===== src/rtl/id_hazard_pkg.sv =====
// Shared types and constants for the ID-stage hazard/bubble controller:
// FSM state encoding, control-bundle field positions and the bubble value.
package id_hazard_pkg;

  typedef enum logic [1:0] {
    RUN    = 2'd0,
    STALL  = 2'd1,
    HALTED = 2'd2
  } state_e;

  localparam int NB_CTRL_DEF = 22;

  // Field positions inside the packed control bundle (HALT travels separately).
  localparam int CTRL_REGDST     = 0;
  localparam int CTRL_ALUSRC     = 1;
  localparam int CTRL_MEMTOREG   = 2;
  localparam int CTRL_REGWRITE   = 3;
  localparam int CTRL_MEMREAD    = 4;
  localparam int CTRL_MEMWRITE   = 5;
  localparam int CTRL_BRANCH     = 6;
  localparam int CTRL_BNE        = 7;
  localparam int CTRL_JUMP       = 8;
  localparam int CTRL_ALUOP_LSB  = 9;   // 4 bits: 12..9
  localparam int CTRL_MEMSZ_LSB  = 13;  // 2 bits: 14..13
  localparam int CTRL_MEMSIGNED  = 15;
  localparam int CTRL_SHAMT_SEL  = 16;
  localparam int CTRL_LUI        = 17;
  localparam int CTRL_IMM_ZEXT   = 18;
  localparam int CTRL_LINK       = 19;
  localparam int CTRL_JR         = 20;
  localparam int CTRL_JALR       = 21;

  // All-zero bundle: no register write, no memory access, no redirect.
  localparam logic [NB_CTRL_DEF-1:0] CTRL_DEFAULT = '0;

endpackage


===== src/rtl/id_load_use_detect.sv =====
// Combinational load-use comparator: flags an ID instruction that reads the
// register a load currently in EX is about to write.
module id_load_use_detect #(
  parameter int NB_REG = 5
) (
  input  logic              i_EX_MemRead,
  input  logic [NB_REG-1:0] i_EX_Rt,
  input  logic [NB_REG-1:0] i_ID_Rs,
  input  logic [NB_REG-1:0] i_ID_Rt,
  input  logic              i_ID_UsesRt,
  output logic              o_hazard
);

  logic rs_match;
  logic rt_match;

  // $zero is never a real dependency, so loads into r0 never stall.
  assign rs_match = (i_EX_Rt == i_ID_Rs);
  assign rt_match = i_ID_UsesRt && (i_EX_Rt == i_ID_Rt);
  assign o_hazard = i_EX_MemRead && (i_EX_Rt != '0) && (rs_match || rt_match);

endmodule


===== src/rtl/id_hazard_bubble_ctrl.sv =====
// ID-stage hazard controller: load-use stall, flush/halt bubbling, debug freeze.
// Optional cumulative stall counter enabled by `define ID_HAZARD_STALL_CNT_EN.
module id_hazard_bubble_ctrl
  import id_hazard_pkg::*;
#(
  parameter int NB_CTRL  = NB_CTRL_DEF,
  parameter int NB_REG   = 5,
  parameter int LOAD_LAT = 1
`ifdef ID_HAZARD_STALL_CNT_EN
  , parameter int NB_CNT = 16
`endif
) (
  input  logic               i_clk,
  input  logic               i_reset,
  input  logic               i_Enable,
  input  logic               i_EX_MemRead,
  input  logic [NB_REG-1:0]  i_EX_Rt,
  input  logic [NB_REG-1:0]  i_ID_Rs,
  input  logic [NB_REG-1:0]  i_ID_Rt,
  input  logic               i_ID_UsesRt,
  input  logic               i_Flush,
  input  logic [NB_CTRL-1:0] i_Ctrl,
  input  logic               i_HALT,
  output logic [NB_CTRL-1:0] o_Ctrl,
  output logic               o_HALT,
  output logic               o_PCWrite,
  output logic               o_IF_ID_Write,
  output logic               o_Stall,
  output logic               o_Halted
`ifdef ID_HAZARD_STALL_CNT_EN
  , output logic [NB_CNT-1:0] o_StallCount
`endif
);

  // Remaining-bubble counter only needs to hold LOAD_LAT-1.
  localparam int NB_LAT = (LOAD_LAT > 1) ? $clog2(LOAD_LAT) : 1;

  state_e            state_q, state_d;
  logic [NB_LAT-1:0] cnt_q, cnt_d;

  logic               hazard;
  logic [NB_CTRL-1:0] ctrl;
  logic               halt;
  logic               pc_write;
  logic               stall;

  id_load_use_detect #(
    .NB_REG (NB_REG)
  ) u_detect (
    .i_EX_MemRead (i_EX_MemRead),
    .i_EX_Rt      (i_EX_Rt),
    .i_ID_Rs      (i_ID_Rs),
    .i_ID_Rt      (i_ID_Rt),
    .i_ID_UsesRt  (i_ID_UsesRt),
    .o_hazard     (hazard)
  );

  always_comb begin
    // NOTE: every output of this block gets a default first, so no path can infer a latch.
    state_d  = state_q;
    cnt_d    = cnt_q;
    ctrl     = NB_CTRL'(CTRL_DEFAULT);
    halt     = 1'b0;
    pc_write = 1'b0;
    stall    = 1'b0;

    if (i_Enable) begin
      case (state_q)
        RUN: begin
          if (i_Flush) begin
            pc_write = 1'b1;
          end else if (hazard) begin
            stall = 1'b1;
            if (LOAD_LAT > 1) begin
              state_d = STALL;
              cnt_d   = NB_LAT'(LOAD_LAT - 1);
            end
          end else if (i_HALT) begin
            halt    = 1'b1;
            state_d = HALTED;
          end else begin
            ctrl     = i_Ctrl;
            pc_write = 1'b1;
          end
        end
        STALL: begin
          if (i_Flush) begin
            pc_write = 1'b1;
            state_d  = RUN;
            cnt_d    = '0;
          end else begin
            stall = 1'b1;
            cnt_d = cnt_q - NB_LAT'(1);
            if (cnt_q == NB_LAT'(1)) state_d = RUN;
          end
        end
        HALTED:  ;
        default: state_d = RUN;
      endcase
    end
  end

  // NOTE: sequential state uses non-blocking assignments so every flop samples pre-edge values.
  always_ff @(posedge i_clk or negedge i_reset) begin
    if (!i_reset) begin
      state_q <= RUN;
      cnt_q   <= '0;
    end else begin
      state_q <= state_d;
      cnt_q   <= cnt_d;
    end
  end

  // Outputs are forced low for the whole time reset is held, not just after an edge.
  assign o_Ctrl        = i_reset ? ctrl : '0;
  assign o_HALT        = i_reset && halt;
  assign o_PCWrite     = i_reset && pc_write;
  assign o_IF_ID_Write = i_reset && pc_write;
  assign o_Stall       = i_reset && stall;
  assign o_Halted      = i_reset && (state_q == HALTED);

`ifdef ID_HAZARD_STALL_CNT_EN
  logic [NB_CNT-1:0] stall_cnt_q, stall_cnt_d;

  always_comb begin
    stall_cnt_d = stall_cnt_q;
    if (stall && (stall_cnt_q != '1)) stall_cnt_d = stall_cnt_q + NB_CNT'(1);
  end

  always_ff @(posedge i_clk or negedge i_reset) begin
    if (!i_reset) stall_cnt_q <= '0;
    else          stall_cnt_q <= stall_cnt_d;
  end

  assign o_StallCount = i_reset ? stall_cnt_q : '0;
`endif

endmodule


===== config.mk =====
export PLATFORM = sky130hd
export DESIGN_NAME = id_hazard_bubble_ctrl
export DESIGN_NICKNAME = d
export VERILOG_FILES = /design/src/rtl/id_hazard_pkg.sv /design/src/rtl/id_load_use_detect.sv /design/src/rtl/id_hazard_bubble_ctrl.sv
export SDC_FILE = /design/constraint.sdc
export NUM_CORES = 1
export LEC_CHECK = 0
export ABC_AREA = 1
export CAP_MARGIN = 20
export CORE_ASPECT_RATIO = 0.8
export CORE_UTILIZATION = 27
export DETAILED_ROUTE_END_ITERATION = 6
export GPL_ROUTABILITY_DRIVEN = 0
export PLACE_DENSITY = 0.91
export SYNTH_ARGS = -nofsm -noshare
export SYNTH_HDL_FRONTEND = slang
export SYNTH_SLANG_ARGS = --single-unit

===== constraint.sdc =====
create_clock -name i_clk -period 2.4 [get_ports i_clk]
set_clock_uncertainty 0.15 [all_clocks]
set_input_delay 0.48 -clock i_clk [delete_from_list [all_inputs] [get_ports i_clk]]
set_output_delay 0.48 -clock i_clk [all_outputs]
set_load 0.03 [all_outputs]

After elaboration in Yosys (flattened, before gate mapping)
Index checks and enable logic that the tools add are counted.
Widths: inputs -> output; s select.
- output and inout bits: 27
- word-level logic and storage cells: 53
- bits of input ports: 44
- bits in registers: 3
- reduce and logical (&&, ||, !) cells: 12
- muxes and demuxes: 29
- eq/ne operators: 8
- $add $sub $neg: 1
- bitwise logic cells: 1
- operators with widths (cell ; count):
    $mux 22 ; 6
    $mux 1 ; 15
    $eq 5x5->1 ; 2
    $mux 2 ; 5
    $logic_and 1x1->1 ; 7
    $ne 2x2->1 const B ; 3
    $pmux 2 s3 ; 1
    $reduce_and 6->1 ; 1
    $reduce_bool 5->1 ; 1
    $pmux 1 s2 ; 2
    $ne 3x3->1 const B ; 1
    $eq 2x1->1 const B ; 1
    $eq 2x2->1 const B ; 1
    $logic_not 2->1 ; 1
    $reduce_and 2->1 ; 1
    $logic_or 1x1->1 ; 1
    $not 1->1 ; 1
    $sub 1x1->1 const B ; 1

Longest topological paths before layout
- depth after elaboration: 9
- mapped depth: 10
- depth with buffers taken out: 9

Cells and area by module
A second synthesis with hierarchy kept.
- cells, all modules: 123
- area, all modules: 623.1 µm²
- by module, submodules not included (module ; times used ; seq. area each (µm²) ; area each (µm²) ; cells an instance):
    id_hazard_bubble_ctrl ; 1 ; 25.0 ; 416.6 ; 71
    id_load_use_detect ; 1 ; 0.0 ; 206.4 ; 52

Worst setup path after synthesis
No wires, ideal clock.
- path type: in2out
- start point: in i_EX_Rt[1]
- end point: out o_PCWrite
- required time: 1.770 ns
- slack: 0.005 ns
- buffers on the path: 1
- cell stages on the path: 10
- data arrival time: 1.765 ns
- cell sequence: inv_1 nand2_1 nand2_1 nor2_1 nand3_1 nand2_1 nand2_2 nand2_4 a21oi_1 buf_4
- longest elaborated chain between the ends: 9
- elaborated cells on any way between the ends: 12
- those cells by class: eq/ne: 2; mux: 4; reduce/logical: 6
- ends and longest elaborated chain (what ; RTL line ; source):
    from (decl) ; id_hazard_bubble_ctrl.sv:17 ; input logic [NB_REG-1:0] i_EX_Rt,
    $eq 5x5->1 ; id_load_use_detect.sv:19 ; assign rt_match = i_ID_UsesRt && (i_EX_Rt == i_ID_Rt);
    $logic_and 1x1->1 ; id_load_use_detect.sv:19 ;
    $logic_or 1x1->1 ; id_load_use_detect.sv:20 ; assign o_hazard = i_EX_MemRead && (i_EX_Rt != '0) && (rs_match || rt_match);
    $logic_and 1x1->1 * ; id_load_use_detect.sv:20 ;
    $mux 1 * ; id_hazard_bubble_ctrl.sv:72 ; end else if (hazard) begin
    $mux 1 * ; id_hazard_bubble_ctrl.sv:70 ; if (i_Flush) begin
    $pmux 1 s2 * ; id_hazard_bubble_ctrl.sv:68 ; case (state_q)
    $mux 1 * ; id_hazard_bubble_ctrl.sv:67 ; if (i_Enable) begin
    $logic_and 1x1->1 * ; - ;
    to (decl) ; id_hazard_bubble_ctrl.sv:26 ; output logic o_PCWrite,
Mark *: on every way between the ends. The rest lies on a longest branch, timed or not.

Worst setup path after layout
- start point: in i_EX_Rt[2]
- end point: out o_Ctrl[13]
- longest elaborated chain between the ends: 9
- elaborated cells on any way between the ends: 12
- those cells by class: eq/ne: 2; mux: 5; reduce/logical: 5
- ends and longest elaborated chain (what ; RTL line ; source):
    $eq 5x5->1 ; id_load_use_detect.sv:19 ;
    $logic_and 1x1->1 ; id_load_use_detect.sv:19 ;
    $logic_or 1x1->1 ; id_load_use_detect.sv:20 ;
    $logic_and 1x1->1 * ; id_load_use_detect.sv:20 ;
    $mux 22 * ; id_hazard_bubble_ctrl.sv:72 ;
    $mux 22 * ; id_hazard_bubble_ctrl.sv:70 ;
    $mux 22 * ; id_hazard_bubble_ctrl.sv:68 ;
    $mux 22 * ; id_hazard_bubble_ctrl.sv:67 ;
    $mux 22 * ; id_hazard_bubble_ctrl.sv:115 ; assign o_Ctrl = i_reset ? ctrl : '0;
    to (decl) ; id_hazard_bubble_ctrl.sv:24 ; output logic [NB_CTRL-1:0] o_Ctrl,
Marks and branches as above.

==> run metrics <==
outcome finished clean; fin crit share 0.976; Port Buffers 70; latest clock arrival within the worst-skew pair 0 ns; Slew Viols, Final 0; Hold WS 0.287 ns; DR iter-0 viols 19; first-pass iteration count of the detailed router 4; count leader, synth nand2_1; initial core utilization 0.287; initial antenna violation count 0; CTS Hold Buffers Added 0; Most flops, register state_q; GR Util met3 0.0145; Worst EP arrival 1.71 ns; mean area per synthesized cell 4.53 sq um; first-pass GRT wire length 4060 um; biggest regs state_q: 1 flops; antenna cells 0; Primary FF master, synth dfrtp_1; Mapped Nets 164; clock slew at reported path FFs 0 ns; Post-layout nets 245; Reg power frac 0.095; Setup-failing EPs final 0; share of the synthesized area in the top cell type 0.359; Least-Margin Pin Slew 0.180 ns; sw frac 0.361; worst min path class in -> async; post-detail-place hpwl 1720 um; vias in the first global route 962; MaxCap Viol Count 0; Comb power frac 0.905; GR peak layer met2; sw power 0.0651 mW; fin cells 223; LEAKAGE 0.745 nW; Residual DRC 0; Die Area 0.00220 sq mm; Synth Warn # 0; Worst path max stage delay 0.15 ns; number of library cell types mapped by synthesis 18; Final Worst Setup Slack 0.0569 ns; sequential fraction of the synthesis area 0.0461; All-Layer GR Usage 0.238; CP endpoint kind primary output; crit-path max FO 4; mapped cell area 543 sq um; Post-synth top cells nand2_1 (52), nor2_1 (25), inv_1 (17), nor2_2 (6), nand3_1 (4); Clock Power Share 0; Worst Setup Start Kind primary input; FP Rows 14; WL final 3100 um; placed cells 214; number of I/O pins 71; VDD IR max 0.122 mV; max FFs per register 1; pin count of the biggest net entering global routing 12; synth-to-layout area growth 177%; die height 42.1 um; Yosys top cell by area nand2_1; Final ANT Viol Nets 0; core area 0.00189 sq mm; asr flop ratio synth 1.00; synthesis-stage register bit count 1; Post-synth EDFFs 0; Die Wd 52.1 um; Post-Synthesis Cells 120; Power Total 0.180 mW; critical path's slowest cell buf_6; DR vias/cell 4.68; power per cell area 120 mW/mm^2; Fin. Hold Viols 0; Overflow after GRT 0; wire per inst 13.9 um; CP Class in -> out; flop2flop setup slack 1.38 ns; Slew HR 0.879; P_int 0.115 mW; met2 GRT Util 0.487; required time of the worst setup path 1.77 ns; layout cells sized above 1 0.467; Synth area leaders nand2_1 (36%), nor2_1 (17%), inv_1 (12%); Max Freq 0.427 GHz; crit-path cells buf_6, inv_2, nand4_1, o21ai_1, inv_1, nand2_2, nand2_4, buf_12, buf_12, buf_16, nor2_4, buf_6; Place WS -0.201 ns; final core occ 0.795; minimum clock period 2.34 ns; grt met1 use 0.263; via count 1044
final timing paths:
kind,start,end,cells past startpoint
hold / removal,i_reset,state_q[1]$_DFFE_PN0P_,2
hold reg to reg,state_q[1]$_DFFE_PN0P_,state_q[1]$_DFFE_PN0P_,2
min in group i_clk,state_q[1]$_DFFE_PN0P_,state_q[1]$_DFFE_PN0P_,2
setup reg to reg,state_q[1]$_DFFE_PN0P_,state_q[1]$_DFFE_PN0P_,5
setup / recovery,i_EX_Rt[2],o_Ctrl[13],12
max in group asynchronous,i_reset,state_q[1]$_DFFE_PN0P_,2
stage by stage:
stage | TNS, ns | area [sq um]
2_1_floorplan | 0 | 543
3_3_place_gp | -3.41 | 1210
3_5_place_dp | -4.46 | 1210
4_1_cts | 0 | 1390
5_1_grt | -0.0227 | 1500
6_report | 0 | 1500
critical path, delay by kind of cell:
family / cells / cell delay, ns
simple gates: 4 / 0.36
compound gates: 1 / 0.13
buf+inv: 7 / 0.73
layout make-up:
type | instances | area [sq um]
Fill cell | 124 | 388
Inverter | 20 | 82.6
Multi-Input combinational cell | 94 | 508
Sequential cell | 1 | 25.0
Tap cell | 24 | 30.0
Timing Repair Buffer | 84 | 858
cell usage in the layout (no fill, tap or decap), drive strengths merged:
cell	Yosys	routed
a21oi	1	1
buf	5	47
clkbuf	0	8
clkdlybuf4s15	0	1
clkdlybuf4s50	0	24
dfrtp	1	1
dlygate4sd2	0	1
dlymetal6s2s	0	3
inv	20	20
nand2	54	54
nand3	4	4
nand4	1	1
nor2	31	31
nor3	1	1
o21ai	1	1
xnor2	1	1
cell families (layout without fill, tap and decap cells):
family | count (synthesis) | after routing | share of synthesized area
AO/OA/AOI/OAI | 2 | 2 | 0.0184
XOR/XNOR | 1 | 1 | 0.0161
buffers and inverters | 25 | 104 | 0.228
flip-flops | 1 | 1 | 0.0461
AND/OR/NAND/NOR | 91 | 91 | 0.691
power by group through the flow:
| stage | registers, mW | clock network, mW | logic, mW |
|---|---|---|---|
| detailed placement | 0.0172 | 0 | 0.126 |
| floorplan | 0.0172 | 0 | 0.0430 |
| CTS | 0.0172 | 0 | 0.154 |
| global placement | 0.0172 | 0 | 0.123 |
| finish | 0.0172 | 0 | 0.163 |
| global route | 0.0172 | 0 | 0.175 |
layer usage:
metal	routed length [um]	up-vias
met1	1070	478
met2	1700	49
met5	0	-
met3	183	10
li1	-	507
met4	150	0
repair_timing:
action / 4_1_cts / 5_1_grt
gates cloned: 3 / 2
endpoints found under the setup margin: 26 / 25
gates resized for setup: 67 / 62
pin swaps: 19 / 28
setup buffers: 6 / 0
Power figures use the tool's default switching activity.
